===== src/rtl/keypad_pkg.sv =====
`default_nettype none
// +-----------------------------------------------------------------------+
// | keypad_pkg : shared types, 7-segment decode and parameter checks      |
// | Revision   : 1.0                                                      |
// +-----------------------------------------------------------------------+
package keypad_pkg;

  localparam int CODE_W   = 4;
  localparam int MAX_KEYS = 16;

  typedef enum logic [1:0] {
    ST_SCAN     = 2'd0,
    ST_DEBOUNCE = 2'd1,
    ST_HELD     = 2'd2,
    ST_RELEASE  = 2'd3
  } scan_state_t;

  // Segment order {g,f,e,d,c,b,a}, active-high; lower-case b and d glyphs.
  function automatic logic [6:0] hex2seg(input logic [3:0] v);
    logic [6:0] s;
    s = 7'h00;
    case (v)
      4'h0: s = 7'h3F;
      4'h1: s = 7'h06;
      4'h2: s = 7'h5B;
      4'h3: s = 7'h4F;
      4'h4: s = 7'h66;
      4'h5: s = 7'h6D;
      4'h6: s = 7'h7D;
      4'h7: s = 7'h07;
      4'h8: s = 7'h7F;
      4'h9: s = 7'h6F;
      4'hA: s = 7'h77;
      4'hB: s = 7'h7C;
      4'hC: s = 7'h39;
      4'hD: s = 7'h5E;
      4'hE: s = 7'h79;
      4'hF: s = 7'h71;
      default: s = 7'h00;
    endcase
    return s;
  endfunction

  function automatic bit params_legal(input int n_rows, input int n_cols, input int digits,
                                      input int scan_div, input int debounce,
                                      input int refresh_div);
    return (n_rows >= 2) && (n_rows <= 8) && (n_cols >= 2) && (n_cols <= 8) &&
           (n_rows * n_cols <= MAX_KEYS) && (digits >= 1) && (digits <= 8) &&
           (scan_div >= 4) && (debounce >= 2) && (refresh_div >= 2);
  endfunction

endpackage
`default_nettype wire


===== src/rtl/hex_seg_mux.sv =====
`default_nettype none
// +-----------------------------------------------------------------------+
// | hex_seg_mux : key-code shift buffer with multiplexed 7-seg refresh    |
// | Revision    : 1.0                                                     |
// +-----------------------------------------------------------------------+
module hex_seg_mux
  import keypad_pkg::*;
#(
  parameter int DIGITS      = 4,
  parameter int REFRESH_DIV = 16
) (
  input  logic              clk,
  input  logic              rst_n,
  input  logic              push,
  input  logic [CODE_W-1:0] code,
  input  logic              clear,
  output logic [6:0]        seg,
  output logic [DIGITS-1:0] dig_en
);

  localparam int IW = (DIGITS > 1) ? $clog2(DIGITS) : 1;
  localparam int FW = $clog2(REFRESH_DIV);

  logic [DIGITS-1:0][CODE_W-1:0] digits_q, digits_d;
  logic [FW-1:0]                 ref_q, ref_d;
  logic [IW-1:0]                 idx_q, idx_d;
  logic [6:0]                    seg_q;
  logic [DIGITS-1:0]             dig_en_q;
  logic                          w_dwell_end;

  assign w_dwell_end = (ref_q == FW'(REFRESH_DIV - 1));

  always_comb begin
    digits_d = digits_q;
    ref_d    = w_dwell_end ? '0 : ref_q + 1'b1;
    idx_d    = idx_q;
    if (w_dwell_end) begin
      idx_d = (idx_q == IW'(DIGITS - 1)) ? '0 : idx_q + 1'b1;
    end
    // Clear takes priority so a simultaneous push is discarded.
    if (clear) begin
      digits_d = '0;
    end else if (push) begin
      for (int i = DIGITS - 1; i >= 1; i--) begin
        digits_d[i] = digits_q[i-1];
      end
      digits_d[0] = code;
    end
  end

  always_ff @(posedge clk or negedge rst_n) begin
    if (!rst_n) begin
      digits_q <= '0;
      ref_q    <= '0;
      idx_q    <= '0;
      seg_q    <= '0;
      dig_en_q <= '0;
    end else begin
      digits_q <= digits_d;
      ref_q    <= ref_d;
      idx_q    <= idx_d;
      seg_q    <= hex2seg(digits_q[idx_q]);
      dig_en_q <= DIGITS'(1) << idx_q;
    end
  end

  assign seg    = seg_q;
  assign dig_en = dig_en_q;

endmodule
`default_nettype wire


===== src/rtl/keypad_scan_display.sv =====
`default_nettype none
// +-----------------------------------------------------------------------+
// | keypad_scan_display : matrix keypad scanner, debounce, hex display    |
// | Revision            : 1.0                                             |
// +-----------------------------------------------------------------------+
module keypad_scan_display
  import keypad_pkg::*;
#(
  parameter int N_ROWS      = 4,
  parameter int N_COLS      = 4,
  parameter int DIGITS      = 4,
  parameter int SCAN_DIV    = 16,
  parameter int DEBOUNCE    = 4,
  parameter int REFRESH_DIV = 16
) (
  input  logic              clk,
  input  logic              rst_n,
  input  logic [N_ROWS-1:0] row_in,
  input  logic              clear,
  output logic [N_COLS-1:0] col_drv,
  output logic              key_valid,
  output logic [CODE_W-1:0] key_code,
  output logic [6:0]        seg,
  output logic [DIGITS-1:0] dig_en
);

  localparam int RW = $clog2(N_ROWS);
  localparam int CW = $clog2(N_COLS);
  localparam int DW = $clog2(SCAN_DIV);
  localparam int NW = $clog2(DEBOUNCE + 1);

  if (!params_legal(N_ROWS, N_COLS, DIGITS, SCAN_DIV, DEBOUNCE, REFRESH_DIV)) begin : g_param_check
    $error("keypad_scan_display: illegal parameter combination");
  end

  logic [N_ROWS-1:0] sync1_q, sync2_q;
  logic [DW-1:0]     div_q, div_d;
  scan_state_t       state_q, state_d;
  logic [CW-1:0]     col_q, col_d, w_col_next;
  logic [RW-1:0]     cand_q, cand_d, w_low_row;
  logic [NW-1:0]     cnt_q, cnt_d;
  logic              key_valid_q, key_valid_d;
  logic [CODE_W-1:0] key_code_q, key_code_d, w_code;
  logic              w_tick, w_any_low, w_cand_low, w_push;

  // Decisions happen on the last cycle of each period, SCAN_DIV-1 cycles after
  // the column strobe moved, so the two synchronizer stages have settled.
  assign w_tick     = (div_q == DW'(SCAN_DIV - 1));
  assign div_d      = w_tick ? '0 : div_q + 1'b1;
  assign w_any_low  = ~&sync2_q;
  assign w_cand_low = ~sync2_q[cand_q];
  assign w_col_next = (col_q == CW'(N_COLS - 1)) ? '0 : col_q + 1'b1;
  assign w_code     = CODE_W'(cand_q) * CODE_W'(N_COLS) + CODE_W'(col_q);

  always_comb begin
    w_low_row = '0;
    for (int i = N_ROWS - 1; i >= 0; i--) begin
      if (!sync2_q[i]) w_low_row = RW'(i);
    end
  end

  always_comb begin
    state_d     = state_q;
    col_d       = col_q;
    cand_d      = cand_q;
    cnt_d       = cnt_q;
    key_valid_d = 1'b0;
    key_code_d  = key_code_q;
    w_push      = 1'b0;
    if (w_tick) begin
      unique case (state_q)
        ST_SCAN: begin
          if (w_any_low) begin
            cand_d  = w_low_row;
            cnt_d   = NW'(1);
            state_d = ST_DEBOUNCE;
          end else begin
            col_d = w_col_next;
          end
        end
        ST_DEBOUNCE: begin
          if (w_cand_low) begin
            cnt_d = cnt_q + 1'b1;
            if (cnt_q == NW'(DEBOUNCE - 1)) begin
              key_valid_d = 1'b1;
              key_code_d  = w_code;
              w_push      = 1'b1;
              state_d     = ST_HELD;
            end
          end else begin
            state_d = ST_SCAN;
            col_d   = w_col_next;
          end
        end
        ST_HELD: begin
          if (!w_cand_low) begin
            cnt_d   = NW'(1);
            state_d = ST_RELEASE;
          end
        end
        ST_RELEASE: begin
          if (!w_cand_low) begin
            cnt_d = cnt_q + 1'b1;
            if (cnt_q == NW'(DEBOUNCE - 1)) begin
              state_d = ST_SCAN;
              col_d   = w_col_next;
            end
          end else begin
            state_d = ST_HELD;
          end
        end
        default: state_d = ST_SCAN;
      endcase
    end
  end

  always_ff @(posedge clk or negedge rst_n) begin
    if (!rst_n) begin
      sync1_q     <= '1;
      sync2_q     <= '1;
      div_q       <= '0;
      state_q     <= ST_SCAN;
      col_q       <= '0;
      cand_q      <= '0;
      cnt_q       <= '0;
      key_valid_q <= 1'b0;
      key_code_q  <= '0;
    end else begin
      sync1_q     <= row_in;
      sync2_q     <= sync1_q;
      div_q       <= div_d;
      state_q     <= state_d;
      col_q       <= col_d;
      cand_q      <= cand_d;
      cnt_q       <= cnt_d;
      key_valid_q <= key_valid_d;
      key_code_q  <= key_code_d;
    end
  end

  assign col_drv   = ~(N_COLS'(1) << col_q);
  assign key_valid = key_valid_q;
  assign key_code  = key_code_q;

  hex_seg_mux #(
    .DIGITS      (DIGITS),
    .REFRESH_DIV (REFRESH_DIV)
  ) u_hex_seg_mux (
    .clk    (clk),
    .rst_n  (rst_n),
    .push   (w_push),
    .code   (key_code_d),
    .clear  (clear),
    .seg    (seg),
    .dig_en (dig_en)
  );

endmodule
`default_nettype wire


===== config.mk =====
export PLATFORM = sky130hd
export DESIGN_NAME = keypad_scan_display
export DESIGN_NICKNAME = d
export VERILOG_FILES = /design/src/rtl/keypad_pkg.sv /design/src/rtl/hex_seg_mux.sv /design/src/rtl/keypad_scan_display.sv
export SDC_FILE = /design/constraint.sdc
export NUM_CORES = 1
export LEC_CHECK = 0
export ABC_AREA = 1
export CAP_MARGIN = 0
export CORE_MARGIN = 1
export CORE_UTILIZATION = 55
export CTS_CLUSTER_SIZE = 10
export DETAILED_ROUTE_END_ITERATION = 16
export PLACE_DENSITY_LB_ADDON = 0.2
export SYNTH_ARGS = -nofsm -noshare
export SYNTH_HDL_FRONTEND = slang
export SYNTH_SLANG_ARGS = --single-unit

===== constraint.sdc =====
create_clock -name clk -period 2.33 [get_ports clk]
set_input_delay 0.466 -clock clk [delete_from_list [all_inputs] [get_ports clk]]
set_output_delay 0.466 -clock clk [all_outputs]
set_load 0.1 [all_outputs]

==> flow_metrics.env <==
export IMPL_synth_top_area_share=0.4501
export IMPL_skew_ps=7.651
export IMPL_ir_drop_v=0.0007466
export IMPL_rsz0062_at_grt="no"
export IMPL_ys_top_cells_by_area="dfrtp_1 (45%), nand2_1 (12%), ha_1 (11%)"
export IMPL_wl_per_cell_um=12.09
export IMPL_setup_viol=0
export IMPL_grt_util_all_layers=0.2220
export IMPL_ys_types=26
export IMPL_clockBufferDepth=2
export IMPL_core_area_um2=4848
export IMPL_cts_root_buf="clkbuf_8"
export IMPL_num_io_pins=27
export IMPL_worstPathArrival_ps=2220
export IMPL_die_area_um2=5446
export IMPL_antenna_found_initial=0
export IMPL_die_h_um=73.80
export IMPL_fmax_ghz=0.4977
export IMPL_die_x_um=73.80
export IMPL_grt_first_pass_wirelength_um=8769
export IMPL_critPathMaxFanout=10
export IMPL_ctsResizeCount=0
export IMPL_gr_total_overflow=0
export IMPL_drc=0
export IMPL_fin_util=0.6991
export IMPL_required_ps=2540
export IMPL_multi_input_area_um2=1177
export IMPL_vias=2093
export IMPL_register_area_um2=1486
export IMPL_ys_warnings_count=0
export IMPL_first_global_vias=1993
export IMPL_vias_per_cell=4.983
export IMPL_hold_class="primary input to async pin"
export IMPL_post_cts_buffers=0
export IMPL_slowest_stage="a32oi_2"
export IMPL_p_leak_nw=1.702
export IMPL_routed_wl_um=5076
export IMPL_final_net_count=379
export IMPL_r2r_end="u_hex_seg_mux.seg[1]"
export IMPL_setup_tns_ps=0
export IMPL_drv_cap=0
export IMPL_grt_max_degree=33
export IMPL_power_density_nw_per_um2=785.0
export IMPL_fillers=377
export IMPL_cp_slowest_stage_delay_ps=410
export IMPL_place_area_um2=3177
export IMPL_area_delta_synth_final_pct=19.55
export IMPL_finalNonFillerCells=420
export IMPL_dpl_cell_count=404
export IMPL_r2r_slack_ps=320
export IMPL_cp_end_kind="flip-flop"
export IMPL_syn_nets=340
export IMPL_syn_inst=309
export IMPL_crit_path_start_kind="flip-flop"
export IMPL_cts_tree="yes"
export IMPL_path_class="flip-flop to flip-flop"
export IMPL_r2r_cells=7
export IMPL_cp_cell_sequence="clkinv_1 -> a32oi_2 -> inv_1 -> ha_1 -> inv_1 -> o21ai_0 -> o21ai_0"
export IMPL_stdcell_area_um2=3390
export IMPL_status="complete, no violations"
export IMPL_port_buffers=26
export IMPL_drv_slew=0
export IMPL_finalPower_mw=2.661
export IMPL_clk_pin_slew_ps=70
export IMPL_antennaDiodeCount=0
export IMPL_ctsHoldBuffers=0
export IMPL_drt_first_iter_violations=110
export IMPL_final_layout_size_suffix_gt1_frac=0.1841
export IMPL_worst_pin_slew_ps=651.3
export IMPL_ys_ff_latch=59
export IMPL_postSynthAreaPerCell_um2=9.175
export IMPL_firstDrtPassIters=4
export IMPL_ys_seq_area_frac=0.5243
export IMPL_cts_sinks=59
export IMPL_yosys_area_top_type="dfrtp_1"
export IMPL_rows=25
export IMPL_htree_levels=3
export IMPL_gp_congestion=0.8547
export IMPL_cts_buffers=9
export IMPL_ant_nets=0
export IMPL_hold_violations=0
export IMPL_period_share=0.8623
export IMPL_period_needed_ps=2009
export IMPL_max_slew_margin=0.5658
export IMPL_synthesis_area_um2=2835
export IMPL_rr_startpoint="u_hex_seg_mux.idx_q[1]"
export IMPL_hpwlAfterDp_um=3669
export IMPL_initial_core_util=0.5848
export IMPL_clkLatencyLatePin_ps=340
where the power goes:
group          switching, mW  internal (mW)  leakage, nW
combinational          0.413          0.177        0.877
clock                  0.391          0.550       0.0986
sequential            0.0512           1.08        0.727
stage by stage:
stage / setup slack [ps] / hold slack (ps)
after floorplan: 478.3 / 170.4
after global placement: 428.9 / 346.1
after detailed placement: 292.9 / 347.0
after CTS: 258.8 / 156.3
after global routing: 85.22 / 188.3
final: 320.9 / 153.3
layout by cell type (no fill, tap or decap):
| cell type | count |
|---|---|
| bufinv_16 | 1 |
| nand2_4 | 2 |
| clkbuf_1 | 1 |
| or2_2 | 2 |
| nand4_1 | 2 |
| buf_12 | 3 |
| buf_4 | 20 |
| nor2_1 | 20 |
| ha_1 | 24 |
| nand2_2 | 1 |
| a32oi_2 | 1 |
| clkdlybuf4s50_1 | 5 |
| clkbuf_8 | 11 |
| nand2_1 | 92 |
| clkinv_2 | 1 |
| nand3b_1 | 1 |
| a21oi_1 | 9 |
| buf_2 | 1 |
| inv_1 | 41 |
| o21ai_0 | 20 |
| xor2_1 | 3 |
| nand4_4 | 1 |
| inv_4 | 1 |
| clkinvlp_4 | 2 |
| nand3_2 | 2 |
| nand3_1 | 12 |
| o211ai_1 | 2 |
| inv_2 | 2 |
| o21ai_2 | 5 |
| nor3_1 | 2 |
| nor2_8 | 1 |
| a32oi_1 | 2 |
| dfstp_2 | 8 |
| clkinv_1 | 1 |
| dfrtp_1 | 51 |
layer usage:
| metal | up-vias | GRT usage | part of all wire |
|---|---|---|---|
| met2 | 46 | 0.3384 | 0.47 |
| met3 | 10 | 0.07407 | 0.049 |
| met5 | - | 0 | 0 |
| met4 | 0 | 0.1175 | 0.021 |
| met1 | 982 | 0.2795 | 0.46 |
| li1 | 1055 | - | - |
cell families (layout without fill, tap and decap cells):
logic type,Yosys count,count (layout),share of synthesized area
xor gates and xnor gates,3,3,0.009269
adders and majority gates,24,24,0.1059
buffers and inverters,46,90,0.06311
DFF,59,59,0.5243
and+or+nand+nor,138,138,0.2162
AOI/OAI and AO/OA,39,39,0.08120
state kept, by name, indices dropped and copies added (netlist names), named ones only:
signal                  flops
col_q                       2
cnt_q                       3
cand_q                      2
u_hex_seg_mux.idx_q         2
u_hex_seg_mux.ref_q         4
u_hex_seg_mux.seg           7
key_code                    4
sync1_q                     4
u_hex_seg_mux.dig_en        4
sync2_q                     4
key_valid                   1
state_q                     1
u_hex_seg_mux.digits_q     16
div_q                       4
cell type report:
type | count | area share
clock inverters | 4 | 0.01477
inverters | 45 | 0.05057
clock buffers | 12 | 0.04577
repair buffers | 29 | 0.07826
flip-flops and latches | 59 | 0.4385
multi-input cells | 204 | 0.3474
well taps | 67 | 0.02473
critical path: cells and delay by family, from the launching register on:
| kind | cells | cell delay (ps) |
|---|---|---|
| adder cells (fa/ha/maj) | 1 | 300 |
| flip-flops | 1 | 390 |
| AO/OA/AOI/OAI | 3 | 740 |
| buffers and inverters | 3 | 450 |
how the worst max path moves through the flow:
stage	to	slack (ps)	start	depth (start not counted)
floorplan	u_hex_seg_mux.seg[1]	480	u_hex_seg_mux.idx_q[0]	8
global placement	u_hex_seg_mux.seg[1]	430	u_hex_seg_mux.idx_q[1]	7
detailed placement	u_hex_seg_mux.seg[1]	290	u_hex_seg_mux.idx_q[1]	7
CTS	u_hex_seg_mux.seg[1]	260	u_hex_seg_mux.idx_q[1]	7
global route	u_hex_seg_mux.seg[1]	90	u_hex_seg_mux.idx_q[1]	7
finish	u_hex_seg_mux.seg[1]	320	u_hex_seg_mux.idx_q[1]	7
cells in the mapped netlist:
cell type / count
a21oi_1: 9
a32oi_1: 3
buf_4: 1
clkinv_1: 1
dfrtp_1: 51
dfstp_2: 8
ha_1: 24
inv_1: 41
inv_2: 2
inv_4: 1
nand2_1: 92
nand2_2: 1
nand2_4: 2
nand3_1: 12
nand3_2: 2
nand3b_1: 1
nand4_1: 2
nand4_4: 1
nor2_1: 20
nor2_8: 1
nor3_1: 2
o211ai_1: 2
o21ai_0: 20
o21ai_2: 5
or2_2: 2
xor2_1: 3
Power figures use the tool's default switching activity.
==> edit: new RTL, same flow settings <==
Re-encode `scan_state_t` (4 states) as one-hot, 4 bits wide.
--- a/src/rtl/keypad_pkg.sv
+++ b/src/rtl/keypad_pkg.sv
@@ -8,11 +8,11 @@
   localparam int CODE_W   = 4;
   localparam int MAX_KEYS = 16;
 
-  typedef enum logic [1:0] {
-    ST_SCAN     = 2'd0,
-    ST_DEBOUNCE = 2'd1,
-    ST_HELD     = 2'd2,
-    ST_RELEASE  = 2'd3
+  typedef enum logic [3:0] {
+    ST_SCAN     = 4'b0001,
+    ST_DEBOUNCE = 4'b0010,
+    ST_HELD     = 4'b0100,
+    ST_RELEASE  = 4'b1000
   } scan_state_t;
 
   // Segment order {g,f,e,d,c,b,a}, active-high; lower-case b and d glyphs.
Function: same outputs for any inputs over 10 cycles, from zero or initial values and one cycle with rst_n low; not proved beyond that.
==> edit against the unedited design <==
Sequential cell count is 2 higher. Cell area rose by 4.3%. Area after synthesis grew 6.3%. Critical path type unchanged. Largest cell class unchanged. Count of clock-buffer cells in the layout is 3 higher. Wire length increased by 0.26%. Core utilization down 2.0 points. Setup slack gained 0.00098 ns.
Power is not compared: it rests on default switching activity, and its combinational part moved more than twofold at a synthesized area within 25%.
==> edit: results (changes against the unedited design) <==
| Metric | Value |
|---|---|
| Status | `finished, final reports clean (unchanged)` |
| First-pass DRT Iterations | `4 (unchanged)` |
| Total wire length | `5089 um (was 5076 um)` |
| Max Clock Skew | `0.009820 ns (was 0.007651 ns)` |
| Synth area leaders | `dfrtp_1 43%, nand2_1 14%, ha_1 8.3% (was dfrtp_1 45%, nand2_1 12%, ha_1 11%)` |
| IO buf count | `26 (unchanged)` |
| Clock Tree Buf Depth | `2 (unchanged)` |
| HP Class | `in -> async (unchanged)` |
| Leakage power | `1.791 nW` |
| Max FFs per register | `16 (unchanged)` |
| Layout cells sized above 1 | `0.1878 (was 0.1841)` |
| #FFs+latches synth | `61 (was 59)` |
| YS warnings | `0 (unchanged)` |
| Via count | `2194 (was 2093)` |
| Largest reg by FF count | `u_hex_seg_mux.digits_q (unchanged)` |
| Initial antenna violation count | `0 (unchanged)` |
| Non-filler cells, final | `448 (was 420)` |
| Slew Limit Headroom | `0.6464 (was 0.5658)` |
| N_diodes | `0 (unchanged)` |
| Placed Cells | `432 (was 404)` |
| Net Count, Synth | `366 (was 340)` |
| Root Buffer Master | `clkbuf_8 (unchanged)` |
| Nets | `400 (was 379)` |
| Mapped Cells | `339 (was 309)` |
| Gr usage total | `0.2004 (was 0.2220)` |
| Asr flop ratio synth | `1.000 (unchanged)` |
| CTS Buf Count | `9 (unchanged)` |
| Synth top cells by count | `115 x nand2_1, 52 x dfrtp_1, 40 x inv_1 (was 92 x nand2_1, 51 x dfrtp_1, 41 x inv_1)` |
| Peak supply drop | `roughly 0.00045 V` |
| H-tree depth | `3 (unchanged)` |
| DP HPWL | `3579 um (was 3669 um)` |
| Arrival @ worst endpoint | `2.23 ns` |
| CP max FO | `13 (was 10)` |
| Clk_lat worst skew | `0.34 ns (about the same)` |
| Vias in the first global route | `2057 (was 1993)` |
| Sequential-to-total area share from yosys stat | `0.5102 (was 0.5243)` |
| Worst-path clk slew | `0.07 ns (about the same)` |
| Largest net degree at the start of global routing | `40 (was 33)` |
| Initial drt markers | `106 (was 110)` |
| Unique masters post-synth | `31 (was 26)` |
| RePlAce Congestion | `0.8554 (was 0.8547)` |
| Global-route wire length before repair | `9108 um (was 8769 um)` |
## edit: power breakdown
group / total [mW] / switching (mW) / internal (mW)
combinational: 0.232 / 0.162 / 0.0707
clock: 0.977 / 0.394 / 0.583
sequential: 1.11 / 0.0201 / 1.09
## edit: cell type report
| type | instances | area [sq um] |
|---|---|---|
| timing repair buffer | 27 | 250.2 |
| fill | 423 | 1669 |
| inverter | 45 | 172.7 |
| sequential | 61 | 1539 |
| multi-input combinational | 229 | 1280 |
| tap | 70 | 87.58 |
| clock inverter | 1 | 30.03 |
| clock buffer | 15 | 176.4 |
## edit: worst paths after layout
path	slack [ns]	cells past startpoint	startpoint	end
max in group asynchronous	1.65	2	rst_n	u_hex_seg_mux.idx_q[0]
setup / recovery	0.32	8	u_hex_seg_mux.idx_q[0]	u_hex_seg_mux.seg[1]
min in group clk	0.36	0	sync1_q[3]	sync2_q[3]
hold / removal	0.1	1	rst_n	div_q[3]
setup reg to reg	0.32	8	u_hex_seg_mux.idx_q[0]	u_hex_seg_mux.seg[1]
hold reg to reg	0.36	0	sync1_q[3]	sync2_q[3]
## edit: stage by stage
| step | total power, mW | setup WS (ns) | area [sq um] | utilization | hold slack, ns |
|---|---|---|---|---|---|
| 2_1_floorplan | 1.290 | 0.5760 | 3014 | - | 0.1704 |
| 3_3_place_gp | 1.359 | 0.3457 | 3309 | 0.6358 | 0.3463 |
| 3_5_place_dp | 1.364 | 0.1786 | 3309 | 0.6358 | 0.3468 |
| 4_1_cts | 2.344 | 0.09201 | 3516 | 0.6755 | 0.1087 |
| 5_1_grt | 2.416 | 0.1394 | 3536 | 0.6793 | 0.1470 |
| 6_report | 2.321 | 0.3219 | 3536 | 0.6793 | 0.09946 |
## edit: cell families after synthesis
family | after synthesis | share of synthesized area
xor gates and xnor gates | 2 | 0.005813
DFF | 61 | 0.5102
adders and majority gates | 20 | 0.08302
AOI/OAI and AO/OA | 32 | 0.06186
and+or+nand+nor | 175 | 0.2690
buffers and inverters | 49 | 0.07015
## edit: critical path: stages (launching register included)
cell	delay, ns
dfrtp_2	0.51
clkinvlp_4	0.19
nand2_1	0.10
a32oi_2	0.31
inv_1	0.16
ha_1	0.31
inv_1	0.05
o21ai_0	0.15
o21ai_0	0.10
## edit: routing by layer
| metal | vias to the layer above | GRT usage | part of all wire |
|---|---|---|---|
| met1 | 1002 | 0.2721 | 0.51 |
| met4 | 0 | 0.1192 | 0.020 |
| met3 | 13 | 0.04192 | 0.042 |
| met5 | - | 0 | 0 |
| met2 | 46 | 0.2973 | 0.43 |
| li1 | 1133 | - | - |
## edit: timing repair
item	CTS	global route
hold endpoints to repair	0	0
setup buffers	0	0
resized for setup	0	4
setup endpoints to repair	0	4
